$ cat config.mk
export PLATFORM = sky130hd
export DESIGN_NAME = fp_out_packer
export DESIGN_NICKNAME = d
export VERILOG_FILES = /design/src/rtl/fp_pkg.sv /design/src/rtl/sync_fifo.sv /design/src/rtl/fp_out_packer.sv
export SDC_FILE = /design/constraint.sdc
export NUM_CORES = 1
export LEC_CHECK = 0
export CAP_MARGIN = 20
export CORE_ASPECT_RATIO = 0.6
export CORE_MARGIN = 1.5
export CORE_UTILIZATION = 52
export CTS_CLUSTER_SIZE = 40
export DETAILED_ROUTE_END_ITERATION = 7
export GPL_TIMING_DRIVEN = 0
export HOLD_SLACK_MARGIN = 0.15
export PLACE_DENSITY = 0.85
export SYNTH_ARGS = -nofsm -noshare
export SYNTH_HDL_FRONTEND = slang
export SYNTH_SLANG_ARGS = --single-unit
$ cat constraint.sdc
create_clock -name clk -period 4.67 [get_ports clk]
set_clock_uncertainty 0.15 [all_clocks]
set_input_delay 0.934 -clock clk [delete_from_list [all_inputs] [get_ports clk]]
set_output_delay 0.934 -clock clk [all_outputs]
set_load 0.05 [all_outputs]
$ cat src/rtl/fp_pkg.sv
// ----------------------------------------------------------------------------
// fp_pkg
// Shared definitions for the small FP format used by the MAC array and its
// output packer: {sign, exponent, mantissa}, no NaN/Inf encodings.
// Provides default field widths, bias constants, field-extract helpers and the
// positive-zero constant.
// ----------------------------------------------------------------------------
package fp_pkg;

    localparam int unsigned FP_WIDTH = 8;
    localparam int unsigned FP_EXP   = 4;
    localparam int unsigned FP_MTS   = 3;

    localparam int unsigned BIAS    = 2 ** (FP_EXP - 1) - 1;
    localparam int unsigned EXP_MAX = 2 ** FP_EXP - 2;

    localparam logic [FP_WIDTH-1:0] FP_ZERO = '0;

    function automatic logic fp_sign(input logic [FP_WIDTH-1:0] x);
        return x[FP_WIDTH-1];
    endfunction

    function automatic logic [FP_EXP-1:0] fp_exp(input logic [FP_WIDTH-1:0] x);
        return x[FP_MTS +: FP_EXP];
    endfunction

    function automatic logic [FP_MTS-1:0] fp_mts(input logic [FP_WIDTH-1:0] x);
        return x[FP_MTS-1:0];
    endfunction

endpackage

$ cat src/rtl/sync_fifo.sv
// ----------------------------------------------------------------------------
// sync_fifo
// First-word-fall-through FIFO with synchronous active-high reset.
// Ports:
//   i_clk, i_rst        clock, synchronous active-high reset
//   i_push, i_data      write request and data; ignored when full unless a
//                       pop happens in the same cycle
//   o_full              FIFO holds DEPTH words
//   i_pop               pop request; ignored when empty
//   o_data, o_empty     head word (0 when empty) and empty flag
//   o_level             number of words held, 0..DEPTH
// ----------------------------------------------------------------------------
module sync_fifo #(
    parameter int unsigned DATA_W = 32,
    parameter int unsigned DEPTH  = 4
) (
    input  logic                     i_clk,
    input  logic                     i_rst,
    input  logic                     i_push,
    input  logic [DATA_W-1:0]        i_data,
    output logic                     o_full,
    input  logic                     i_pop,
    output logic [DATA_W-1:0]        o_data,
    output logic                     o_empty,
    output logic [$clog2(DEPTH):0]   o_level
);

    localparam int unsigned AW = $clog2(DEPTH);

    logic [DATA_W-1:0] r_mem [DEPTH];
    logic [AW:0]       r_wr_cnt;
    logic [AW:0]       r_rd_cnt;

    logic [AW:0] w_level;
    logic        w_full;
    logic        w_empty;
    logic        w_pop;
    logic        w_push;

    // Counters carry one extra bit so full and empty are distinguishable.
    assign w_level = r_wr_cnt - r_rd_cnt;
    assign w_full  = (w_level == (AW + 1)'(DEPTH));
    assign w_empty = (w_level == '0);
    assign w_pop   = i_pop && !w_empty;
    // A pop frees the head slot at this edge, so a full FIFO can still accept.
    assign w_push  = i_push && (!w_full || w_pop);

    always_ff @(posedge i_clk) begin
        if (i_rst) begin
            r_wr_cnt <= '0;
            r_rd_cnt <= '0;
        end else begin
            if (w_push) begin
                r_wr_cnt <= r_wr_cnt + 1'b1;
            end
            if (w_pop) begin
                r_rd_cnt <= r_rd_cnt + 1'b1;
            end
        end
    end

    // Storage needs no reset: the head is masked while the FIFO is empty.
    always_ff @(posedge i_clk) begin
        if (!i_rst && w_push) begin
            r_mem[r_wr_cnt[AW-1:0]] <= i_data;
        end
    end

    assign o_data  = w_empty ? '0 : r_mem[r_rd_cnt[AW-1:0]];
    assign o_full  = w_full;
    assign o_empty = w_empty;
    assign o_level = w_level;

endmodule

$ cat src/rtl/fp_out_packer.sv
// ----------------------------------------------------------------------------
// fp_out_packer
// Takes one FP result per vld_i pulse, optionally clamps negatives to +0,
// packs LANES results into one word and streams words out through a FWFT FIFO.
// The upstream MAC cannot stall, so words arriving at a full FIFO are dropped
// and flagged with a sticky error.
// Ports:
//   clk, rst     clock, synchronous active-high reset
//   acc_i, vld_i FP result and its single-cycle valid
//   flush_i      emit a partially filled word, unfilled lanes zero
//   out_data     packed word, lane 0 in the least significant bits
//   out_valid    out_data valid; out_ready accepts it
//   level_o      words held in the FIFO
//   drop_err     sticky: a completed word was dropped on FIFO full
// ----------------------------------------------------------------------------
module fp_out_packer
    import fp_pkg::*;
#(
    parameter int unsigned WIDTH = FP_WIDTH,
    parameter int unsigned EXP   = FP_EXP,
    parameter int unsigned MTS   = FP_MTS,
    parameter int unsigned LANES = 4,
    parameter int unsigned DEPTH = 4,
    parameter bit          RELU  = 1'b1
) (
    input  logic                     clk,
    input  logic                     rst,
    input  logic [WIDTH-1:0]         acc_i,
    input  logic                     vld_i,
    input  logic                     flush_i,
    output logic [LANES*WIDTH-1:0]   out_data,
    output logic                     out_valid,
    input  logic                     out_ready,
    output logic [$clog2(DEPTH):0]   level_o,
    output logic                     drop_err
);

    localparam int unsigned LCW = $clog2(LANES);

    logic [LCW-1:0]         r_lane_cnt;
    logic [LANES*WIDTH-1:0] r_pack;
    logic                   r_drop_err;

    logic [WIDTH-1:0]       w_val;
    logic [LANES*WIDTH-1:0] w_word;
    logic                   w_last_lane;
    logic                   w_push;
    logic                   w_pop;
    logic                   w_full;
    logic                   w_empty;

    // ReLU: any set sign bit (including -0) becomes +0.
    assign w_val = (RELU && acc_i[WIDTH-1]) ? '0 : acc_i;

    // Current pack register with this cycle's result merged in, so a
    // completing or flushed word includes the same-cycle value.
    always_comb begin
        w_word = r_pack;
        for (int l = 0; l < int'(LANES); l++) begin
            if (vld_i && (r_lane_cnt == LCW'(l))) begin
                w_word[l*WIDTH +: WIDTH] = w_val;
            end
        end
    end

    assign w_last_lane = (r_lane_cnt == LCW'(LANES - 1));
    // Word completion and flush together still produce a single push.
    assign w_push = (vld_i && w_last_lane) ||
                    (flush_i && ((r_lane_cnt != '0) || vld_i));
    assign w_pop  = out_valid && out_ready;

    always_ff @(posedge clk) begin
        if (rst) begin
            r_lane_cnt <= '0;
            r_pack     <= '0;
            r_drop_err <= 1'b0;
        end else begin
            if (w_push) begin
                r_lane_cnt <= '0;
                r_pack     <= '0;
            end else if (vld_i) begin
                r_lane_cnt <= r_lane_cnt + 1'b1;
                r_pack     <= w_word;
            end
            if (w_push && w_full && !w_pop) begin
                r_drop_err <= 1'b1;
            end
        end
    end

    sync_fifo #(
        .DATA_W (LANES * WIDTH),
        .DEPTH  (DEPTH)
    ) u_fifo (
        .i_clk   (clk),
        .i_rst   (rst),
        .i_push  (w_push),
        .i_data  (w_word),
        .o_full  (w_full),
        .i_pop   (w_pop),
        .o_data  (out_data),
        .o_empty (w_empty),
        .o_level (level_o)
    );

    // Derived from FIFO state only; never from out_ready.
    assign out_valid = !w_empty;
    assign drop_err  = r_drop_err;

endmodule

==> results of run 1 <==
## cell usage after synthesis, drive strengths merged, types with 2 or more instances
library cell,count
edfxtp,128
dfxtp,43
nor2b,43
inv,42
nor2,39
mux4,32
mux2i,31
buf,12
ha,10
nand2,8
mux2,5
nand2b,5
clkbuf,4
a21oi,3
nor3b,3
nor3,2
## placed cells by master, fill, tap and decap left out, types with 3 or more instances in the layout
cell type        Yosys  final
buf_6                0     10
ha_1                10     10
inv_1               41     41
buf_2               11     11
edfxtp_1           128    128
nor3b_2              0      3
mux2_2               4      4
dfxtp_1             43     43
a21oi_1              3      3
clkbuf_16            0     17
nand2b_1             5      5
nor2b_1             43     43
mux4_2              32     32
clkdlybuf4s50_1      0     48
clkbuf_1             4      7
buf_8                0      3
nand2_1              8      8
nor2_1              39     39
mux2i_1             31     31
clkinv_4             0      3
## through the flow
step           TNS, ns  utilization  setup WS [ns]  cell area (um2)
2_1_floorplan    -6.55            -        -0.0683             6830
3_3_place_gp   -259.23        0.587          -2.14             7520
3_5_place_dp         0        0.601          0.652             7700
4_1_cts              0        0.647          0.173             8290
5_1_grt              0        0.647         0.0221             8290
6_report             0        0.647          0.218             8290
## power by group through the flow
| stage | sequential, mW | combinational (mW) | clock [mW] |
|---|---|---|---|
| after floorplan | 1.73 | 1.30 | 0 |
| after global placement | 1.74 | 1.84 | 0 |
| after detailed placement | 1.74 | 1.88 | 0 |
| after CTS | 1.71 | 1.88 | 1.40 |
| after global routing | 1.71 | 1.97 | 1.45 |
| final | 1.71 | 1.86 | 1.38 |
## layer usage
layer | GRT usage | wire (um) | vias to the layer above
li1 | - | - | 1691
met1 | 0.283 | 5730 | 1862
met2 | 0.340 | 6340 | 112
met3 | 0.0522 | 817 | 14
met4 | 0.0663 | 161 | 0
met5 | 0 | 0 | -
## critical path, delay by kind of cell, from the launching register on
kind          cells  cell delay, ns
flops             1            0.39
fa+ha+maj         2            0.66
xor+xnor          1            0.30
buf+inv           4            1.22
simple gates      2            0.38
## worst max-delay path by stage
stage,startpoint,endpoint,cells past startpoint
after global routing,u_fifo.r_wr_cnt[0]$_SDFFE_PP0P_,out_data[3],9
after floorplan,u_fifo.r_wr_cnt[0]$_SDFFE_PP0P_,u_fifo.r_mem[0][0]$_DFFE_PP_,7
after detailed placement,u_fifo.r_wr_cnt[0]$_SDFFE_PP0P_,out_data[18],9
after global placement,out_ready,u_fifo.r_mem[1][6]$_DFFE_PP_,4
after CTS,u_fifo.r_wr_cnt[0]$_SDFFE_PP0P_,out_data[11],9
final,u_fifo.r_wr_cnt[0]$_SDFFE_PP0P_,out_data[11],9
## flip-flops by register name (all words and copies together) (netlist names), named ones only
| register | flops |
|---|---|
| u_fifo.r_rd_cnt | 3 |
| r_pack | 32 |
| drop_err | 1 |
| r_lane_cnt | 2 |
| u_fifo.r_mem | 128 |
| u_fifo.r_wr_cnt | 3 |
## cells by family after synthesis
logic type	share of synthesized area
adder cells (fa/ha/maj)	0.0212
flip-flops	0.689
buffers and inverters	0.0342
AND/OR/NAND/NOR	0.0793
XOR/XNOR	0.00476
multiplexers	0.160
AO/OA/AOI/OAI	0.0121
## cell type report
cell class | instances | area, um2
plain buffers | 16 | 73.8
repair buffers | 61 | 638
flip-flops and latches | 171 | 4700
well taps | 170 | 213
clock inverters | 10 | 119
inverters | 42 | 160
fillers | 908 | 4530
clock buffers | 22 | 464
multi-input cells | 194 | 1910
==> results.md, run 1 <==
- Reg2Reg Depth: 10
- GR Util All Layers: 0.210
- Outcome: finished clean
- Sw power: 1.79 mW
- Area added between synthesis and finish: 21.3%
- Synth area leaders: edfxtp_1 56%, dfxtp_1 13%, mux4_2 11%
- Fin crit period: 4.45 ns
- Clock network power share: 0.279
- Hold Crit Endpoint: r_pack[23]$_SDFFE_PP0P_
- Die height: 91.8 um
- Hold_buf cts: 0
- Worst r2r src: u_fifo.r_wr_cnt[0]$_SDFFE_PP0P_
- Final Hold Vio Count: 0
- Most used DFF post-synth: edfxtp_1
- PostCTS Resize Cnt: 0
- Proportion of layout cells with a drive suffix above 1: 0.194
- Largest net degree at the start of global routing: 17
- Seq pwr share: 0.345
- CTS Root Cell: clkbuf_16
- Number of port buffers: 48
- Avg Vias per Cell: 5.36
- Worst path cell trace: inv_1 > ha_1 > fa_1 > xnor3_2 > inv_4 > nor3_4 > buf_2 > nor2b_1 > clkdlybuf4s50_1
- FF-to-FF End: u_fifo.r_mem[1][2]$_DFFE_PP_
- Residual DRC: 0
- Total gr overflow: 0
- Pint: 3.16 mW
- Hold path start: r_pack[23]$_SDFFE_PP0P_
- Post-Place Cells: 654
- Hold_ws: 0.309 ns
- DRT antenna net count: 0
- Synth Instances: 423
- WHS Path Cells: 2
- H-tree levels: 4
- Max-slew headroom: 0.353
- Pwr per Cell Area: 597 nW/um2
- HPWL after detailed placement: 9.28 mm
- Drt pass-1 iters: 5
- Starting DRC count in detailed routing: 287
- Final period utilization: 0.953
- Routed WL per cell: 19.0 um
- Max_cap viols: 0
- Top cell type's share of synthesized area: 0.563
- Static leakage: 3.27 nW
- FMAX: 225 MHz
- Netlist cell types: 33
- Number of global-route vias before repair: 3,883
- Initial antenna violation count: 0
- Setup Buffers After CTS: 0
- Total power: 4.94 mW
- Area leader, netlist: edfxtp_1
- Logic pwr share: 0.376
- Worst EP required: 3.59 ns
- First-pass GRT wire length: 21.1 mm
- Post-Layout Cell Count: 686
- Sw frac: 0.361
- Final nets: 527
- Worst Path Arrival: 3.37 ns
- Worst Setup End Kind: primary output
- CP max FO: 10
- Slew of the pin with the lowest slew margin: 0.967 ns
- Clk buf depth: 2
- Endpoints failing setup: 0
- Number of synthesized flops with an enable pin: 128
- Die width: 151 um
- TritonCTS clock tree: built
- GPL Wtd Cong: 0.776
- # rows: 32
- Starting Density: 0.533
- #FFs+latches synth: 171
- Final count of pins violating max slew: 0
- CTS buffer count: 17
- Mapped Avg Cell Area: 16.2 um2
- Worst setup path category: register to primary output
- Clk pin slew, worst setup/hold paths: 0.06 ns
- Min-Delay Path Class: register to register
- Critical path launch point type: register
- Total Die Area: 13,900 um2
- Detailed Route WL: 13.0 mm
- Core box area: 12,800 um2
- Crit-path max cell delay: 0.71 ns
- R2R Setup Slk: 0.97 ns
- Yosys warning count: 0
- Slowest stage cell, crit path: clkdlybuf4s50_1
- Ports: 50
- Worst-Skew Late Latency: 0.41 ns
- # clock sinks: 171
- Syn Std Cell Area: 6830 um2
- # diodes: 0
- Post-synthesis sequential area ratio: 0.689
- Peak supply drop: 0.501 mV
- RSZ-0062 raised after global routing: false
- Asr flop ratio synth: 0
- Syn nets: 447
- Via count: 3,679
(Power assumes the default switching activity.)
==> inputs of run 2 (changes only) <==
- GPL_ROUTABILITY_DRIVEN: unset -> 0
- SLEW_MARGIN: unset -> 15
==> run 2 against run 1 <==
- first-iteration DRC count grew 25%
- highest routed layer unchanged
- core utilization shrank 0.61 points
- worst setup slack lost 0.032 ns
- hold slack gained 0.00086 ns
- largest power group unchanged
- power shrank 2.2%
- final cell count is the same
- largest cell class unchanged
- count of clock-buffer cells in the layout shrank 2
- cell area shrank 0.94%
- critical endpoint is now out_data[5]
- register-to-register slack lost 0.08 ns
- global-route usage is essentially flat
==> results.md, run 2 (same netlist as run 1, synthesis figures left out) <==
- Via count: 3,755 (+2.1%)
- Setup Buffers After CTS: 0 (unchanged)
- Number of global-route vias before repair: 3,929 (+1.2%)
- Max_cap viols: 0 (unchanged)
- Routed WL per cell: 19.1 um (+0.31%)
- Starting DRC count in detailed routing: 359 (+25%)
- Residual DRC: 0 (unchanged)
- Drt pass-1 iters: 5 (unchanged)
- PostCTS Resize Cnt: 0 (unchanged)
- Final Hold Vio Count: 0 (unchanged)
- CTS Root Cell: clkbuf_16
- GR Util All Layers: 0.210 (about the same)
- Total gr overflow: 0 (unchanged)
- HPWL after detailed placement: 9.13 mm (-1.6%)
- FF-to-FF End: u_fifo.r_mem[0][5]$_DFFE_PP_
- Fin util: 0.641 (-0.00606)
- Most common cell after layout, fill and taps aside: edfxtp_1
- Slew of the pin with the lowest slew margin: 0.907 ns (-0.0591 ns)
- Fin crit period: 4.48 ns (+0.0322 ns)
- Worst Path Arrival: 3.40 ns (+0.03 ns)
- Worst r2r src: u_fifo.r_wr_cnt[0]$_SDFFE_PP0P_
- # clock sinks: 171 (unchanged)
- Final nets: 527 (unchanged)
- Worst setup path start: u_fifo.r_wr_cnt[0]$_SDFFE_PP0P_
- Final period utilization: 0.960 (+0.00690)
- Peak supply drop: 0.452 mV (-9.8%)
- Max-slew headroom: 0.392 (+0.0396)
- Total Die Area: 13,900 um2 (unchanged)
- Endpoints failing setup: 0 (unchanged)
- Setup tns final: 0 ns (unchanged)
- TritonCTS clock tree: built
- Outcome: finished clean
- Hold_ws: 0.310 ns (+0.000857 ns)
- Final count of pins violating max slew: 0 (unchanged)
- Number of flip-flops in the largest register: 128 (unchanged)
- Fillers: 880 (-3.1%)
- Starting Density: 0.533 (unchanged)
- Critical path launch point type: register
- Ports: 50 (unchanged)
- First-pass GRT wire length: 20.9 mm (-1.1%)
- # diodes: 0 (unchanged)
- Clk buf depth: 2 (unchanged)
- Reg2Reg Depth: 10 (unchanged)
- Avg Vias per Cell: 5.47 (+2.1%)
- Core box area: 12,800 um2 (unchanged)
- Proportion of layout cells with a drive suffix above 1: 0.194 (unchanged)
- DP Worst Slack: 0.642 ns (-0.0101 ns)
- Detailed Route WL: 13.1 mm (+0.31%)
- FMAX: 223 MHz (-0.72%)
- Worst setup path end: out_data[5]
- Total power: 4.84 mW (-2.2%)
- Worst-Skew Late Latency: 0.42 ns (about the same)
- Area added between synthesis and finish: 20.1%
- CTS buffer count: 17 (unchanged)
- Number of port buffers: 48 (unchanged)
- Initial antenna violation count: 0 (unchanged)
- Largest net degree at the start of global routing: 17 (unchanged)
- Min-Delay Path Class: register to register
- RSZ-0062 raised after global routing: false
- CP max FO: 10 (unchanged)
- # rows: 32 (unchanged)
- DRT antenna net count: 0 (unchanged)
- Most frequent cells in the layout: 128 x edfxtp_1, 48 x clkdlybuf4s50_1, 43 x nor2b_1, 43 x dfxtp_1, 41 x inv_1
- Clk pin slew, worst setup/hold paths: 0.06 ns (about the same)
- Pwr per Cell Area: 589 nW/um2 (-1.2%)
- R2R Setup Slk: 0.89 ns (-0.08 ns)
- H-tree levels: 4 (unchanged)
- Die height: 91.8 um (unchanged)
- Worst EP required: 3.59 ns (about the same)
- Hold_buf cts: 0 (unchanged)
- Worst setup margin: 0.186 ns (-0.0322 ns)
- Worst Setup End Kind: primary output
- Static leakage: 3.23 nW (-1.1%)
- Worst setup path category: register to primary output
- Die width: 151 um (unchanged)
run 2: changes by cell type in the layout (fill, tap and decap cells not counted):
cell	change
clkbuf_8	-2
buf_4	+3
clkinv_2	+1
buf_8	-3
clkinvlp_4	+1
inv_4	-1
bufinv_16	-2
inv_6	+3
run 2: per-stage QoR:
step,cells,area (um2)
after detailed placement,654,7680
after global routing,686,8210
after CTS,686,8210
after floorplan,423,6830
after global placement,641,7520
final,686,8210
run 2: per-layer routing:
layer | up-vias | GRT usage | share of wire
met2 | 129 | 0.328 | 0.48
met4 | 0 | 0.0655 | 0.012
met3 | 15 | 0.0542 | 0.063
met5 | - | 0 | 0
li1 | 1688 | - | -
met1 | 1923 | 0.292 | 0.45
run 2: area by class of cell:
class	count	area, um2	area share
buffer	16	73.8	0.00899
clock buffer	20	437	0.0532
clock inverter	12	91.3	0.0111
inverter	42	160	0.0195
multi-input combinational	194	1910	0.233
sequential	171	4700	0.573
tap	170	213	0.0259
timing repair buffer	61	616	0.0750
run 2: worst max-delay path: stages (launching register included):
cell and delay [ns]:
dfxtp_1 0.38, inv_1 0.12, ha_1 0.22, fa_1 0.44
xnor3_2 0.31, inv_4 0.07, nor3_4 0.31, buf_2 0.33
nor2b_1 0.09, clkdlybuf4s50_1 0.70
run 2: worst min path at each step:
stage                     cells past startpoint                     from                       to  slack [ns]
after global placement                        2  r_pack[31]$_SDFFE_PP0P_  r_pack[31]$_SDFFE_PP0P_        0.28
after floorplan                               2  r_pack[31]$_SDFFE_PP0P_  r_pack[31]$_SDFFE_PP0P_        0.27
after detailed placement                      2    drop_err$_SDFFE_PP0P_    drop_err$_SDFFE_PP0P_        0.30
after CTS                                     2    drop_err$_SDFFE_PP0P_    drop_err$_SDFFE_PP0P_        0.31
final                                         2    drop_err$_SDFFE_PP0P_    drop_err$_SDFFE_PP0P_        0.31
after global routing                          2   r_pack[7]$_SDFFE_PP0P_   r_pack[7]$_SDFFE_PP0P_        0.33
run 2: power breakdown:
group / total [mW] / switching, mW / internal [mW]
sequential: 1.71 / 0.0247 / 1.68
combinational: 1.87 / 1.21 / 0.655
clock: 1.26 / 0.577 / 0.686
==> inputs of run 3 (changes only) <==
--- a/config.mk
+++ b/config.mk
@@ -6,4 +6,5 @@
 export NUM_CORES = 1
 export LEC_CHECK = 0
+export ABC_CLOCK_PERIOD_IN_PS = 4670
 export CAP_MARGIN = 20
 export CORE_ASPECT_RATIO = 0.6
==> constraint.sdc (replaced) <==
create_clock -name clk -period 4.67 [get_ports clk]
set_clock_uncertainty 0.15 [all_clocks]
set_input_delay 0.7005 -clock clk [delete_from_list [all_inputs] [get_ports clk]]
set_output_delay 0.7005 -clock clk [all_outputs]
set_load 0.05 [all_outputs]
==> results of run 3 <==
The final DEF is identical to that of run 2. Status: finished clean.
Main changes from that run: setup slack after placement 0.642 ns -> 0.875 ns; setup slack after layout 0.186 ns -> 0.420 ns
